[src/rtl/sauria_cfg_arbiter_if.sv]
// sauria_cfg_arbiter_if: requester and target bus bundle for the SAURIA config arbiter.
//   master modport: arbiter view (drives o_*, receives i_*).
//   slave modport : requester/target environment view.
interface sauria_cfg_arbiter_if #(
    parameter int DATA_W = 32
);
    logic [1:0]                   i_req_valid;
    logic [1:0]                   o_req_ready;
    logic [1:0][31:0]             i_req_addr;
    logic [1:0]                   i_req_wren;
    logic [1:0][DATA_W-1:0]       i_req_wdata;
    logic [1:0][DATA_W/8-1:0]     i_req_wstrb;
    logic [1:0]                   o_rsp_valid;
    logic [DATA_W-1:0]            o_rsp_rdata;
    logic                         o_rsp_err;
    logic [2:0]                   o_tgt_valid;
    logic [2:0]                   i_tgt_ready;
    logic [31:0]                  o_tgt_addr;
    logic [2:0]                   o_tgt_region;
    logic                         o_tgt_wren;
    logic [DATA_W-1:0]            o_tgt_wdata;
    logic [DATA_W/8-1:0]          o_tgt_wstrb;
    logic [2:0]                   i_tgt_rsp_valid;
    logic [2:0][DATA_W-1:0]       i_tgt_rdata;
    logic [2:0]                   i_tgt_err;
    logic                         o_busy;
    logic [7:0]                   o_err_cnt;

    modport master (
        input  i_req_valid, i_req_addr, i_req_wren, i_req_wdata, i_req_wstrb,
        input  i_tgt_ready, i_tgt_rsp_valid, i_tgt_rdata, i_tgt_err,
        output o_req_ready, o_rsp_valid, o_rsp_rdata, o_rsp_err,
        output o_tgt_valid, o_tgt_addr, o_tgt_region, o_tgt_wren, o_tgt_wdata, o_tgt_wstrb,
        output o_busy, o_err_cnt
    );

    modport slave (
        output i_req_valid, i_req_addr, i_req_wren, i_req_wdata, i_req_wstrb,
        output i_tgt_ready, i_tgt_rsp_valid, i_tgt_rdata, i_tgt_err,
        input  o_req_ready, o_rsp_valid, o_rsp_rdata, o_rsp_err,
        input  o_tgt_valid, o_tgt_addr, o_tgt_region, o_tgt_wren, o_tgt_wdata, o_tgt_wstrb,
        input  o_busy, o_err_cnt
    );
endinterface

[src/rtl/sauria_cfg_arbiter.sv]
// sauria_cfg_arbiter: two-requester, single-outstanding arbiter and address decoder for the SAURIA config bus.
//   i_clk, i_rst : clock, asynchronous active-high reset
//   bus          : requester handshake/response, target command/response, busy and error count
module sauria_cfg_arbiter #(
    parameter int DATA_W  = 32,
    parameter int TIMEOUT = 255
) (
    input logic i_clk,
    input logic i_rst,
    sauria_cfg_arbiter_if.master bus
);
    localparam logic [1:0] S_IDLE = 2'd0, S_ISSUE = 2'd1, S_WAIT = 2'd2, S_RESP = 2'd3;

    logic [1:0]          state_q, state_d;
    logic                last_q, last_d, g_q, g_d;
    logic [1:0]          tgt_q, tgt_d;
    logic [2:0]          region_q, region_d;
    logic [31:0]         addr_q, addr_d;
    logic                wren_q, wren_d, err_q, err_d;
    logic [DATA_W-1:0]   wdata_q, wdata_d, rdata_q, rdata_d;
    logic [DATA_W/8-1:0] wstrb_q, wstrb_d;
    logic [15:0]         cnt_q, cnt_d;
    logic [7:0]          err_cnt_q, err_cnt_d;

    logic        win, hit, sub_ok, dec_err, tmo;
    logic [1:0]  grant, dec_tgt;
    logic [2:0]  dec_region;
    logic [31:0] a;
    logic [11:0] hi;
    logic [3:0]  mem, rg;

    // Last-granted requester loses a tie.
    assign win   = &bus.i_req_valid ? ~last_q : bus.i_req_valid[1];
    assign grant = (state_q == S_IDLE && !i_rst && |bus.i_req_valid) ? (win ? 2'b10 : 2'b01) : 2'b00;

    assign a          = bus.i_req_addr[win];
    assign hi         = a[31:20];
    assign mem        = a[19:16];
    assign rg         = a[11:8];
    assign hit        = hi == 12'h441 || hi == 12'h442 || hi == 12'h443;
    assign dec_tgt    = hit ? hi[1:0] - 2'd1 : 2'd0;
    assign sub_ok     = (mem >= 4'd1 && mem <= 4'd3) || (mem == 4'd0 && a[15:12] == 4'd0 && rg <= 4'd9);
    assign dec_region = dec_tgt != 2'd1 ? 3'd0 : mem != 4'd0 ? {1'b1, mem[1:0]} : rg[3:1];
    assign dec_err    = !hit || (dec_tgt == 2'd1 && !sub_ok);
    assign tmo        = TIMEOUT != 0 && cnt_q == 16'(TIMEOUT);

    always_comb begin
        state_d   = state_q;
        last_d    = last_q;
        g_d       = g_q;
        tgt_d     = tgt_q;
        region_d  = region_q;
        addr_d    = addr_q;
        wren_d    = wren_q;
        wdata_d   = wdata_q;
        wstrb_d   = wstrb_q;
        err_d     = err_q;
        rdata_d   = rdata_q;
        err_cnt_d = err_cnt_q;
        cnt_d     = (state_q == S_ISSUE || state_q == S_WAIT) ? cnt_q + 16'd1 : 16'd0;
        case (state_q)
            S_IDLE: if (|grant) begin
                g_d      = win;
                tgt_d    = dec_tgt;
                region_d = dec_region;
                addr_d   = {12'h000, a[19:0]};
                wren_d   = bus.i_req_wren[win];
                wdata_d  = bus.i_req_wdata[win];
                wstrb_d  = bus.i_req_wstrb[win];
                err_d    = dec_err;
                rdata_d  = '0;
                state_d  = dec_err ? S_RESP : S_ISSUE;
            end
            S_ISSUE: if (tmo) begin
                err_d   = 1'b1;
                state_d = S_RESP;
            end else if (bus.i_tgt_ready[tgt_q]) begin
                state_d = S_WAIT;
            end
            // A response in the timeout cycle takes precedence over the timeout.
            S_WAIT: if (bus.i_tgt_rsp_valid[tgt_q]) begin
                err_d   = bus.i_tgt_err[tgt_q];
                rdata_d = (wren_q || bus.i_tgt_err[tgt_q]) ? '0 : bus.i_tgt_rdata[tgt_q];
                state_d = S_RESP;
            end else if (tmo) begin
                err_d   = 1'b1;
                state_d = S_RESP;
            end
            default: begin
                last_d    = g_q;
                err_cnt_d = (err_q && err_cnt_q != 8'hff) ? err_cnt_q + 8'd1 : err_cnt_q;
                state_d   = S_IDLE;
            end
        endcase
    end

    always_ff @(posedge i_clk or posedge i_rst) begin
        if (i_rst) begin
            state_q   <= S_IDLE;
            last_q    <= 1'b1;
            g_q       <= 1'b0;
            tgt_q     <= 2'd0;
            region_q  <= 3'd0;
            addr_q    <= '0;
            wren_q    <= 1'b0;
            wdata_q   <= '0;
            wstrb_q   <= '0;
            err_q     <= 1'b0;
            rdata_q   <= '0;
            cnt_q     <= '0;
            err_cnt_q <= '0;
        end else begin
            state_q   <= state_d;
            last_q    <= last_d;
            g_q       <= g_d;
            tgt_q     <= tgt_d;
            region_q  <= region_d;
            addr_q    <= addr_d;
            wren_q    <= wren_d;
            wdata_q   <= wdata_d;
            wstrb_q   <= wstrb_d;
            err_q     <= err_d;
            rdata_q   <= rdata_d;
            cnt_q     <= cnt_d;
            err_cnt_q <= err_cnt_d;
        end
    end

    assign bus.o_req_ready  = grant;
    assign bus.o_tgt_valid  = state_q == S_ISSUE ? 3'b001 << tgt_q : 3'b000;
    assign bus.o_rsp_valid  = state_q == S_RESP ? 2'b01 << g_q : 2'b00;
    assign bus.o_rsp_rdata  = state_q == S_RESP ? rdata_q : '0;
    assign bus.o_rsp_err    = state_q == S_RESP && err_q;
    assign bus.o_tgt_addr   = addr_q;
    assign bus.o_tgt_region = region_q;
    assign bus.o_tgt_wren   = wren_q;
    assign bus.o_tgt_wdata  = wdata_q;
    assign bus.o_tgt_wstrb  = wstrb_q;
    assign bus.o_busy       = state_q != S_IDLE;
    assign bus.o_err_cnt    = err_cnt_q;
endmodule

[src/flat_wrapper.sv]
// flat-port wrapper written by rule: the top's interface ports become plain ports
module sauria_cfg_arbiter_flat 
#(
    parameter int DATA_W  = 32,
    parameter int TIMEOUT = 255
)
  (i_clk, i_rst, bus_i_req_valid, bus_i_req_addr, bus_i_req_wren, bus_i_req_wdata, bus_i_req_wstrb, bus_i_tgt_ready, bus_i_tgt_rsp_valid, bus_i_tgt_rdata, bus_i_tgt_err, bus_o_req_ready, bus_o_rsp_valid, bus_o_rsp_rdata, bus_o_rsp_err, bus_o_tgt_valid, bus_o_tgt_addr, bus_o_tgt_region, bus_o_tgt_wren, bus_o_tgt_wdata, bus_o_tgt_wstrb, bus_o_busy, bus_o_err_cnt);
  sauria_cfg_arbiter_if #(.DATA_W(DATA_W)) bus_i ();
  input logic i_clk;
  input logic i_rst;
  input wire logic [$bits(bus_i.i_req_valid)-1:0] bus_i_req_valid;
  input wire logic [$bits(bus_i.i_req_addr)-1:0] bus_i_req_addr;
  input wire logic [$bits(bus_i.i_req_wren)-1:0] bus_i_req_wren;
  input wire logic [$bits(bus_i.i_req_wdata)-1:0] bus_i_req_wdata;
  input wire logic [$bits(bus_i.i_req_wstrb)-1:0] bus_i_req_wstrb;
  input wire logic [$bits(bus_i.i_tgt_ready)-1:0] bus_i_tgt_ready;
  input wire logic [$bits(bus_i.i_tgt_rsp_valid)-1:0] bus_i_tgt_rsp_valid;
  input wire logic [$bits(bus_i.i_tgt_rdata)-1:0] bus_i_tgt_rdata;
  input wire logic [$bits(bus_i.i_tgt_err)-1:0] bus_i_tgt_err;
  output wire logic [$bits(bus_i.o_req_ready)-1:0] bus_o_req_ready;
  output wire logic [$bits(bus_i.o_rsp_valid)-1:0] bus_o_rsp_valid;
  output wire logic [$bits(bus_i.o_rsp_rdata)-1:0] bus_o_rsp_rdata;
  output wire logic [$bits(bus_i.o_rsp_err)-1:0] bus_o_rsp_err;
  output wire logic [$bits(bus_i.o_tgt_valid)-1:0] bus_o_tgt_valid;
  output wire logic [$bits(bus_i.o_tgt_addr)-1:0] bus_o_tgt_addr;
  output wire logic [$bits(bus_i.o_tgt_region)-1:0] bus_o_tgt_region;
  output wire logic [$bits(bus_i.o_tgt_wren)-1:0] bus_o_tgt_wren;
  output wire logic [$bits(bus_i.o_tgt_wdata)-1:0] bus_o_tgt_wdata;
  output wire logic [$bits(bus_i.o_tgt_wstrb)-1:0] bus_o_tgt_wstrb;
  output wire logic [$bits(bus_i.o_busy)-1:0] bus_o_busy;
  output wire logic [$bits(bus_i.o_err_cnt)-1:0] bus_o_err_cnt;
  assign bus_i.i_req_valid = bus_i_req_valid;
  assign bus_i.i_req_addr = bus_i_req_addr;
  assign bus_i.i_req_wren = bus_i_req_wren;
  assign bus_i.i_req_wdata = bus_i_req_wdata;
  assign bus_i.i_req_wstrb = bus_i_req_wstrb;
  assign bus_i.i_tgt_ready = bus_i_tgt_ready;
  assign bus_i.i_tgt_rsp_valid = bus_i_tgt_rsp_valid;
  assign bus_i.i_tgt_rdata = bus_i_tgt_rdata;
  assign bus_i.i_tgt_err = bus_i_tgt_err;
  assign bus_o_req_ready = bus_i.o_req_ready;
  assign bus_o_rsp_valid = bus_i.o_rsp_valid;
  assign bus_o_rsp_rdata = bus_i.o_rsp_rdata;
  assign bus_o_rsp_err = bus_i.o_rsp_err;
  assign bus_o_tgt_valid = bus_i.o_tgt_valid;
  assign bus_o_tgt_addr = bus_i.o_tgt_addr;
  assign bus_o_tgt_region = bus_i.o_tgt_region;
  assign bus_o_tgt_wren = bus_i.o_tgt_wren;
  assign bus_o_tgt_wdata = bus_i.o_tgt_wdata;
  assign bus_o_tgt_wstrb = bus_i.o_tgt_wstrb;
  assign bus_o_busy = bus_i.o_busy;
  assign bus_o_err_cnt = bus_i.o_err_cnt;
  sauria_cfg_arbiter #(.DATA_W(DATA_W), .TIMEOUT(TIMEOUT)) u_core (.i_clk(i_clk), .i_rst(i_rst), .bus(bus_i));
endmodule
[config.mk]
export PLATFORM = sky130hd
export DESIGN_NAME = sauria_cfg_arbiter_flat
export DESIGN_NICKNAME = d
export VERILOG_FILES = /design/src/rtl/sauria_cfg_arbiter_if.sv /design/src/rtl/sauria_cfg_arbiter.sv /design/src/flat_wrapper.sv
export SDC_FILE = /design/constraint.sdc
export NUM_CORES = 1
export LEC_CHECK = 0
export BUFFER_PORTS_ARGS = -buffer_cell sky130_fd_sc_hd__buf_2
export CORE_AREA = 4 4 142 144
export CTS_CLUSTER_SIZE = 12
export DETAILED_ROUTE_END_ITERATION = 12
export DIE_AREA = 0 0 146 148
export GPL_TIMING_DRIVEN = 0
export HOLD_SLACK_MARGIN = 0.08
export PLACE_DENSITY = 0.67
export SYNTH_ARGS = -nofsm -noshare
export SYNTH_HDL_FRONTEND = slang
export SYNTH_SLANG_ARGS = --single-unit
[constraint.sdc]
create_clock -name i_clk -period 19.1 [get_ports i_clk]
set_clock_uncertainty 0.2 [all_clocks]
set_input_delay 3.82 -clock i_clk [delete_from_list [all_inputs] [get_ports i_clk]]
set_output_delay 3.82 -clock i_clk [all_outputs]
set_load 0.1 [all_outputs]
---- Word-level counts from Yosys, hierarchy flattened ----
Cells that the tools add are included.
cells by class
  add/subtract/negate cells ............... 3
  order comparisons ....................... 5
  equal/unequal tests ..................... 14
  shifts and indexed selects .............. 2
  mux-type cells .......................... 41
  bitwise gates (word level) .............. 2
  reduce and logical (&&, ||, !) cells .... 33
operator list
  kind                                                                              number
  32-bit two-way mux                                                                9
  32-bit binary-select mux with 2-bit select                                        1
  32-bit case mux with 2 select lines                                               1
  12-bit by 11-bit equality test with 1-bit output, second input constant           3
  2-bit two-way mux                                                                 10
  16-bit by 1-bit adder with 16-bit output, second input constant                   1
  16-bit by 8-bit equality test with 1-bit output, second input constant            1
  16-bit two-way mux                                                                1
  1-bit two-way mux                                                                 9
  3-bit two-way mux                                                                 3
  8-bit by 1-bit adder with 8-bit output, second input constant                     1
  1-bit logical AND                                                                 8
  4-bit logical NOT                                                                 2
  4-bit two-way mux                                                                 2
  8-bit != test, second input constant                                              1
  2-bit AND reduction                                                               4
  1-bit binary-select mux with 2-bit select                                         3
  1-bit logical OR                                                                  6
  2-bit case mux with 3 select lines                                                1
  3-bit AND reduction                                                               2
  2-bit by 1-bit equality test with 1-bit output, second input constant             2
  2-bit equality test, second input constant                                        2
  4-bit by 1-bit >= comparator with 1-bit output, second input constant             1
  4-bit by 2-bit less-or-equal comparator with 1-bit output, second input constant  1
  19 further kinds                                                                  25
word-level totals
  bits in registers ....................... 123
  input port bits ......................... 247
  output and inout port bits .............. 121

---- Logic depth before layout (Yosys ltp) ----
Gate-level depths: netlist of run 1.
  depth after elaboration ................. 14
  mapped depth ............................ 9
  mapped depth without buffers ............ 8

---- Worst setup path after synthesis of run 1 ----
OpenSTA, ideal clock, no wires.
  path type ............................... input to output
  start ................................... in i_rst
  end ..................................... out bus_o_req_ready[1]
  arrival time ............................ 8.792 ns
  data required time ...................... 15.080 ns
  setup slack ............................. 6.288 ns
  cell stages on the path ................. 5
  path through ............................ inv_1 o211ai_1 buf_2 buf_1 nor2_1
on the way
  cells in the longest elaborated chain, start to end .. 4
RTL lines
  item                            RTL line                  text
  start, declared                 flat_wrapper.sv:10        input logic i_rst;
  1-bit logical NOT               sauria_cfg_arbiter.sv:34  assign grant = (state_q == S_IDLE && !i_rst && |bus.i_req_valid) ? (win ? 2'b10 : 2'b01) : 2'b00;
  1-bit logical AND (2 in a row)  sauria_cfg_arbiter.sv:34
  2-bit two-way mux               sauria_cfg_arbiter.sv:34
  end, declared                   flat_wrapper.sv:20        output wire logic [$bits(bus_i.o_req_ready)-1:0] bus_o_req_ready;
No other way between the ends.

---- Worst setup path in the final report of run 1 ----
Same ends and word-level chain as after synthesis.

==> metrics.csv, run 1 <==
metric,value,unit
status,completed,
Die Footprint,21600,sq um
part of the power in combinational logic,54.5,%
1st-pass router iterations,4,
Layout area overhead,40.7,%
post-synthesis cell count,695,
"most common cell after layout, fill and taps aside",buf_2,
vias in the first global route,6497,
Sw Ratio,54.8,%
CTS-repair resized insts,0,
largest net degree at the start of global routing,88,
Clock Sinks,123,
die height,148,microns
Yosys reg bits,123,
critical path data required time,15080,ps
R2R depth,9,
vias per inst,4.93,
post-layout min period,10350,ps
Min-Delay Path Class,flip-flop to flip-flop,
max-slew violation total from the final report,0,
CP Capture Type,primary output,
global-route usage over all layers,21.5,%
endpoints failing setup,0,
Max VDD drop,0.160,mV
Worst Max-Slew Pin Slew,610,ps
sequential cell area,3080,sq um
Detailed Route Iter0 Violations,254,
most frequent cells in the layout,"buf_2 (366), dfrtp_1 (122), nand2_1 (111)",
switching power,0.905,mW
worst rel slew slack,59.4,%
layout cells sized above 1,38.9,%
Detailed Route WL,23900,microns
Clock Tree Buf Depth,2,
Post-Layout Cell Count,1328,
Clk pwr share,20.9,%
final hold violations,0,
CTS root buffer,clkbuf_16,
DRC errors left,0,
sequential-to-total area share from yosys stat,45.1,%
synth warn,0,
antenna violations before repair,0,
TritonCTS Buffers,17,
I/O Buffers,355,
CORE AREA,18700,sq um
post-route clock period utilization,54.2,%
total grt overflow,0,
H-Tree Depth,4,
CTS tree,built,
global-route wire length before repair,36300,microns
clk_lat worst skew,410,ps
Routability Congestion,0.835,
Clock transition at path regs,60,ps
Mean Syn Cell Area,9.82,sq um
WP data arrival,6330,ps
Crit Path Max Fanout,87,
Startpoint Class,input port,
Post-CTS Setup Inserts,0,
row count,50,
RSZ-0062 raised after global routing,no,
Layout Nets,1336,
CTS Hold Bufs,0,
wire length per cell,18.0,microns
Placed Area,8960,sq um
Final HPWL DP,19400,microns
I/O pin total,368,
Pint,0.748,mW
initial core utilization,36.5,%
area of the multi-input gates,3440,sq um
post-route cell area,9600,sq um
count of cell types in the netlist,55,
Fill cells,1801,
diode count,0,
PwrDens,172,nW/um^2
post-route setup TNS,0,ps
worst hold stages,1,
sequential power share,24.7,%
critical path class,input port to primary output,
Die X,146,microns
fraction of registers with async set or reset after synthesis,100,%
Leakage,4.94,nW
Max-cap violations,0,
number of synthesized flops with an enable pin,0,
ys flop type,dfrtp_1,
Routed Antenna Nets,0,
via count,6550,
placed instance count,1296,
"Core Util, Final",51.3,%
Mapped Area,6820,sq um
Max Freq,96.7,MHz
==> sequential cells by signal, indices dropped and copies added, names as in the netlist <==
| signal | flops |
|---|---|
| u_core.bus.o_tgt_region | 3 |
| u_core.bus.o_tgt_addr | 20 |
| u_core.bus.o_err_cnt | 8 |
| u_core.bus.o_tgt_wstrb | 4 |
| u_core.bus.o_tgt_wren | 1 |
| u_core.err_q | 1 |
| u_core.rdata_q | 32 |
| u_core.cnt_q | 16 |
| u_core.bus.o_tgt_wdata | 32 |
| u_core.state_q | 2 |
| u_core.tgt_q | 2 |
| u_core.g_q | 1 |
| u_core.last_q | 1 |
==> layout make-up <==
| class | count | share of cell area, % |
|---|---|---|
| Timing Repair Buffer | 356 | 18.8 |
| Tap cell | 234 | 3.05 |
| Clock inverter | 13 | 2.01 |
| Sequential cell | 123 | 32.1 |
| Clock buffer | 19 | 4.61 |
| Inverter | 8 | 0.365 |
| Multi-Input combinational cell | 517 | 35.9 |
| Buffer | 58 | 3.23 |
==> worst max-delay path, cell delays in order <==
cell and delay, ps:
buf_2 120, inv_6 270, buf_16 360, o211ai_1 350, buf_2 310, buf_1 320
nor2_1 220, buf_2 460
==> metal layers <==
metal	global-route usage, %	vias up	wire, microns	part of all wire, %
met1	24.4	3042	9190	38
met5	0	-	0	0
met4	6.87	0	452	1.9
met2	39.3	267	12400	52
li1	-	3218	-	-
met3	5.86	23	1870	7.8
==> power by group through the flow <==
stage | clock network [mW] | registers [mW] | logic, mW
after detailed placement | 0 | 0.412 | 0.908
after floorplan | 0 | 0.833 | 0.291
after CTS | 0.352 | 0.408 | 0.910
after global routing | 0.362 | 0.420 | 0.945
final | 0.345 | 0.408 | 0.900
after global placement | 0 | 0.409 | 0.902
==> Yosys cell counts (2+ instances only) <==
| library cell | instances | area share (%) |
|---|---|---|
| o31ai_1 | 2 | 0.22 |
| or3_1 | 6 | 0.55 |
| buf_2 | 11 | 0.81 |
| mux2i_1 | 94 | 14 |
| nor3_1 | 3 | 0.22 |
| o211ai_1 | 2 | 0.22 |
| nand3b_1 | 2 | 0.22 |
| inv_1 | 8 | 0.44 |
| dfrtp_1 | 122 | 45 |
| or4_4 | 2 | 0.33 |
| o21ai_0 | 99 | 7.3 |
| ha_1 | 8 | 1.5 |
| nand2_1 | 111 | 6.1 |
| nor2b_1 | 5 | 0.46 |
| nand4_1 | 5 | 0.46 |
| a21oi_1 | 3 | 0.22 |
| nand3_1 | 5 | 0.37 |
| o211a_1 | 2 | 0.29 |
| and2_1 | 44 | 4.0 |
| buf_1 | 2 | 0.11 |
| or4_1 | 4 | 0.44 |
| nor2_1 | 11 | 0.61 |
| mux2_2 | 2 | 0.33 |
| xor2_1 | 4 | 0.51 |
| a21boi_0 | 7 | 0.77 |
| nor4b_1 | 2 | 0.26 |
| and4_1 | 3 | 0.39 |
| clkbuf_1 | 28 | 1.5 |
| buf_6 | 4 | 0.66 |
| a22o_1 | 36 | 4.6 |
| nor4_1 | 5 | 0.46 |
| and3_1 | 3 | 0.28 |
| a21o_1 | 2 | 0.22 |
| xnor2_1 | 13 | 1.7 |
| buf_4 | 13 | 1.4 |
| a211oi_1 | 3 | 0.33 |
==> through the flow <==
| step | worst slack, ps | power (mW) | hold WS, ps |
|---|---|---|---|
| after floorplan | 6290 | 1.12 | 231 |
| after global placement | 4870 | 1.31 | 251 |
| after detailed placement | 8690 | 1.32 | 255 |
| after CTS | 8680 | 1.67 | 264 |
| after global routing | 8490 | 1.73 | 280 |
| final | 8750 | 1.65 | 263 |
==> final timing paths <==
| path | startpoint | endpoint | slack [ps] |
|---|---|---|---|
| min | u_core.cnt_q[0] | u_core.cnt_q[0] | 260 |
| max in group asynchronous | i_rst | u_core.bus.o_tgt_addr[14] | 14710 |
| max reg2reg | u_core.last_q | u_core.state_q[1] | 16050 |
| min in group asynchronous | i_rst | u_core.rdata_q[25] | 3190 |
| max | i_rst | bus_o_req_ready[1] | 8750 |
| min reg2reg | u_core.cnt_q[0] | u_core.cnt_q[0] | 260 |
==> cells by family after synthesis <==
logic type                 after synthesis  synth area share, %
muxes                                   97                 14.3
adders and majority gates                8                 1.47
AOI/OAI and AO/OA                      167                 15.7
xor gates and xnor gates                17                 2.18
DFF                                    123                 45.1
other                                    1               0.0550
buffers and inverters                   66                 4.99
and+or+nand+nor                        216                 16.2
(Power assumes the default switching activity.)
==> run 2, diff against run 1 <==
- CORE_AREA: 4 4 142 144 -> 4 4 143 145
- DIE_AREA: 0 0 146 148 -> 0 0 147 149
- PLACE_DENSITY: 0.67 -> 0.66
- clock period: 19.1 -> 10 ns (I/O delays scaled with it)
==> run 2 against run 1 <==
Effect of this change: worst hold slack gained 11 ps; clock power rose by 91%; clock-buffer cell count stayed put; final cell count rose by 2.5%; design area is 0.43% higher; total power increased by 91%; routed wire length shrank 1.5%; flip-flop and latch count did not move; critical endpoint unchanged; highest routed layer is now met5.
==> metrics.csv, run 2 (synthesis results as in run 1) <==
metric,value,unit,change
Pint,1.43,mW,+91%
DRC errors left,0,,unchanged
TritonCTS Buffers,17,,unchanged
Startpoint Class,input port,,
CP Capture Type,primary output,,
Layout area overhead,41.3,%,
Die X,147,microns,+0.68%
CTS root buffer,clkbuf_16,,
Max VDD drop,0.223,mV,+39%
clk_lat worst skew,420,ps,about the same
Layout Nets,1336,,unchanged
total grt overflow,0,,unchanged
"most common cell after layout, fill and taps aside",buf_2,,
initial core utilization,35.5,%,-0.95 points
Sw Ratio,54.7,%,-0.063 points
Leakage,4.93,nW,-0.14%
I/O Buffers,355,,unchanged
1st-pass router iterations,4,,unchanged
post-route setup TNS,0,ps,unchanged
post-route clock period utilization,67.3,%,
Clk pwr share,20.9,%,about the same
row count,51,,+2.0%
CTS Hold Bufs,0,,unchanged
Clock Sinks,123,,unchanged
most frequent cells in the layout,"buf_2 (366), dfrtp_1 (122), nand2_1 (111)",,
Routability Congestion,0.807,,-3.4%
Post-Layout Cell Count,1361,,+2.5%
placed instance count,1327,,+2.4%
vias in the first global route,6406,,-1.4%
global-route usage over all layers,20.8,%,-0.70 points
max-slew violation total from the final report,0,,unchanged
part of the power in combinational logic,54.4,%,about the same
critical path class,input port to primary output,,
area of the multi-input gates,3440,sq um,unchanged
Fill cells,1838,,+2.1%
Detailed Route WL,23600,microns,-1.5%
status,completed,,
CORE AREA,19200,sq um,+2.7%
Clock transition at path regs,60,ps,about the same
largest net degree at the start of global routing,68,,-23%
RSZ-0062 raised after global routing,no,,
sequential power share,24.7,%,about the same
layout cells sized above 1,38.9,%,unchanged
Max Freq,149,MHz,
I/O pin total,368,,unchanged
Detailed Route Iter0 Violations,252,,-0.79%
global-route wire length before repair,35400,microns,-2.7%
CTS-repair resized insts,0,,unchanged
Min-Delay Path Class,flip-flop to flip-flop,,
Routed Antenna Nets,0,,unchanged
worst rel slew slack,59.2,%,-0.18 points
Max-cap violations,0,,unchanged
endpoints failing setup,0,,unchanged
post-layout min period,6730,ps,
antenna violations before repair,3,,+3
Final HPWL DP,19200,microns,-1.2%
PwrDens,327,nW/um^2,+90%
Die Footprint,21900,sq um,+1.4%
Clock Tree Buf Depth,2,,unchanged
via count,6475,,-1.1%
Crit Path Max Fanout,67,,-23%
Worst Max-Slew Pin Slew,612,ps,+2.64 ps
Post-CTS Setup Inserts,0,,unchanged
H-Tree Depth,4,,unchanged
critical path data required time,7800,ps,-7280 ps
WP data arrival,4530,ps,-1800 ps
switching power,1.72,mW,+90%
wire length per cell,17.3,microns,-3.8%
CTS tree,built,,
sequential cell area,3080,sq um,unchanged
die height,149,microns,+0.68%
final hold violations,0,,unchanged
vias per inst,4.76,,-3.5%
[run 2: changes by cell type in the layout (fill, tap and decap cells not counted), sizes merged]
cell      before  now
clkinvlp       2    4
clkinv         6    2
diode          0    2
inv            9   11
[run 2: area by class of cell]
class / instances / share of cell area, %
Clock buffer: 19 / 4.59
Clock inverter: 13 / 1.97
Buffer: 58 / 3.22
Tap cell: 265 / 3.44
Inverter: 8 / 0.363
Sequential cell: 123 / 31.9
Multi-Input combinational cell: 517 / 35.7
Antenna cell: 2 / 0.0519
Timing Repair Buffer: 356 / 18.7
[run 2: worst paths after layout]
| kind | slack (ps) | from | endpoint | depth (start not counted) |
|---|---|---|---|---|
| max | 3270 | i_rst | bus_o_req_ready[1] | 8 |
| max reg2reg | 6980 | u_core.last_q | u_core.err_q | 9 |
| min reg2reg | 270 | u_core.bus.o_tgt_wstrb[2] | u_core.bus.o_tgt_wstrb[2] | 2 |
| min | 270 | u_core.bus.o_tgt_wstrb[2] | u_core.bus.o_tgt_wstrb[2] | 2 |
| min in group asynchronous | 1440 | i_rst | u_core.rdata_q[21] | 2 |
| max in group asynchronous | 7430 | i_rst | u_core.last_q | 3 |
[run 2: metal layers]
metal	wire (microns)	track usage, %	vias up
met1	9130	23.6	2956
met2	12000	37.0	281
li1	-	-	3211
met5	13	0	-
met3	1930	6.14	25
met4	548	7.69	2
[run 2: per-stage QoR]
step | instance area, sq um | hold slack, ps | power [mW] | utilization (%) | worst slack [ps]
5_1_grt | 9640 | 290 | 3.30 | 50.2 | 2940
6_report | 9640 | 273 | 3.15 | 50.2 | 3270
3_3_place_gp | 8970 | 251 | 2.50 | 46.7 | -652
4_1_cts | 9640 | 276 | 3.19 | 50.2 | 3140
3_5_place_dp | 9000 | 265 | 2.52 | 46.9 | 3150
2_1_floorplan | 6860 | 231 | 2.15 | - | 828
[run 2: power groups by stage]
stage	clock (mW)	sequential [mW]	combinational [mW]
final	0.658	0.778	1.71
after global placement	0	0.781	1.72
after floorplan	0	1.59	0.556
after detailed placement	0	0.785	1.74
after CTS	0.671	0.779	1.74
after global routing	0.694	0.800	1.80
[run 2: critical path: stages]
cell      delay, ps
buf_2           120
inv_6           380
buf_16          360
o211ai_1        320
buf_2           310
buf_1           320
nor2_1          210
buf_2           460
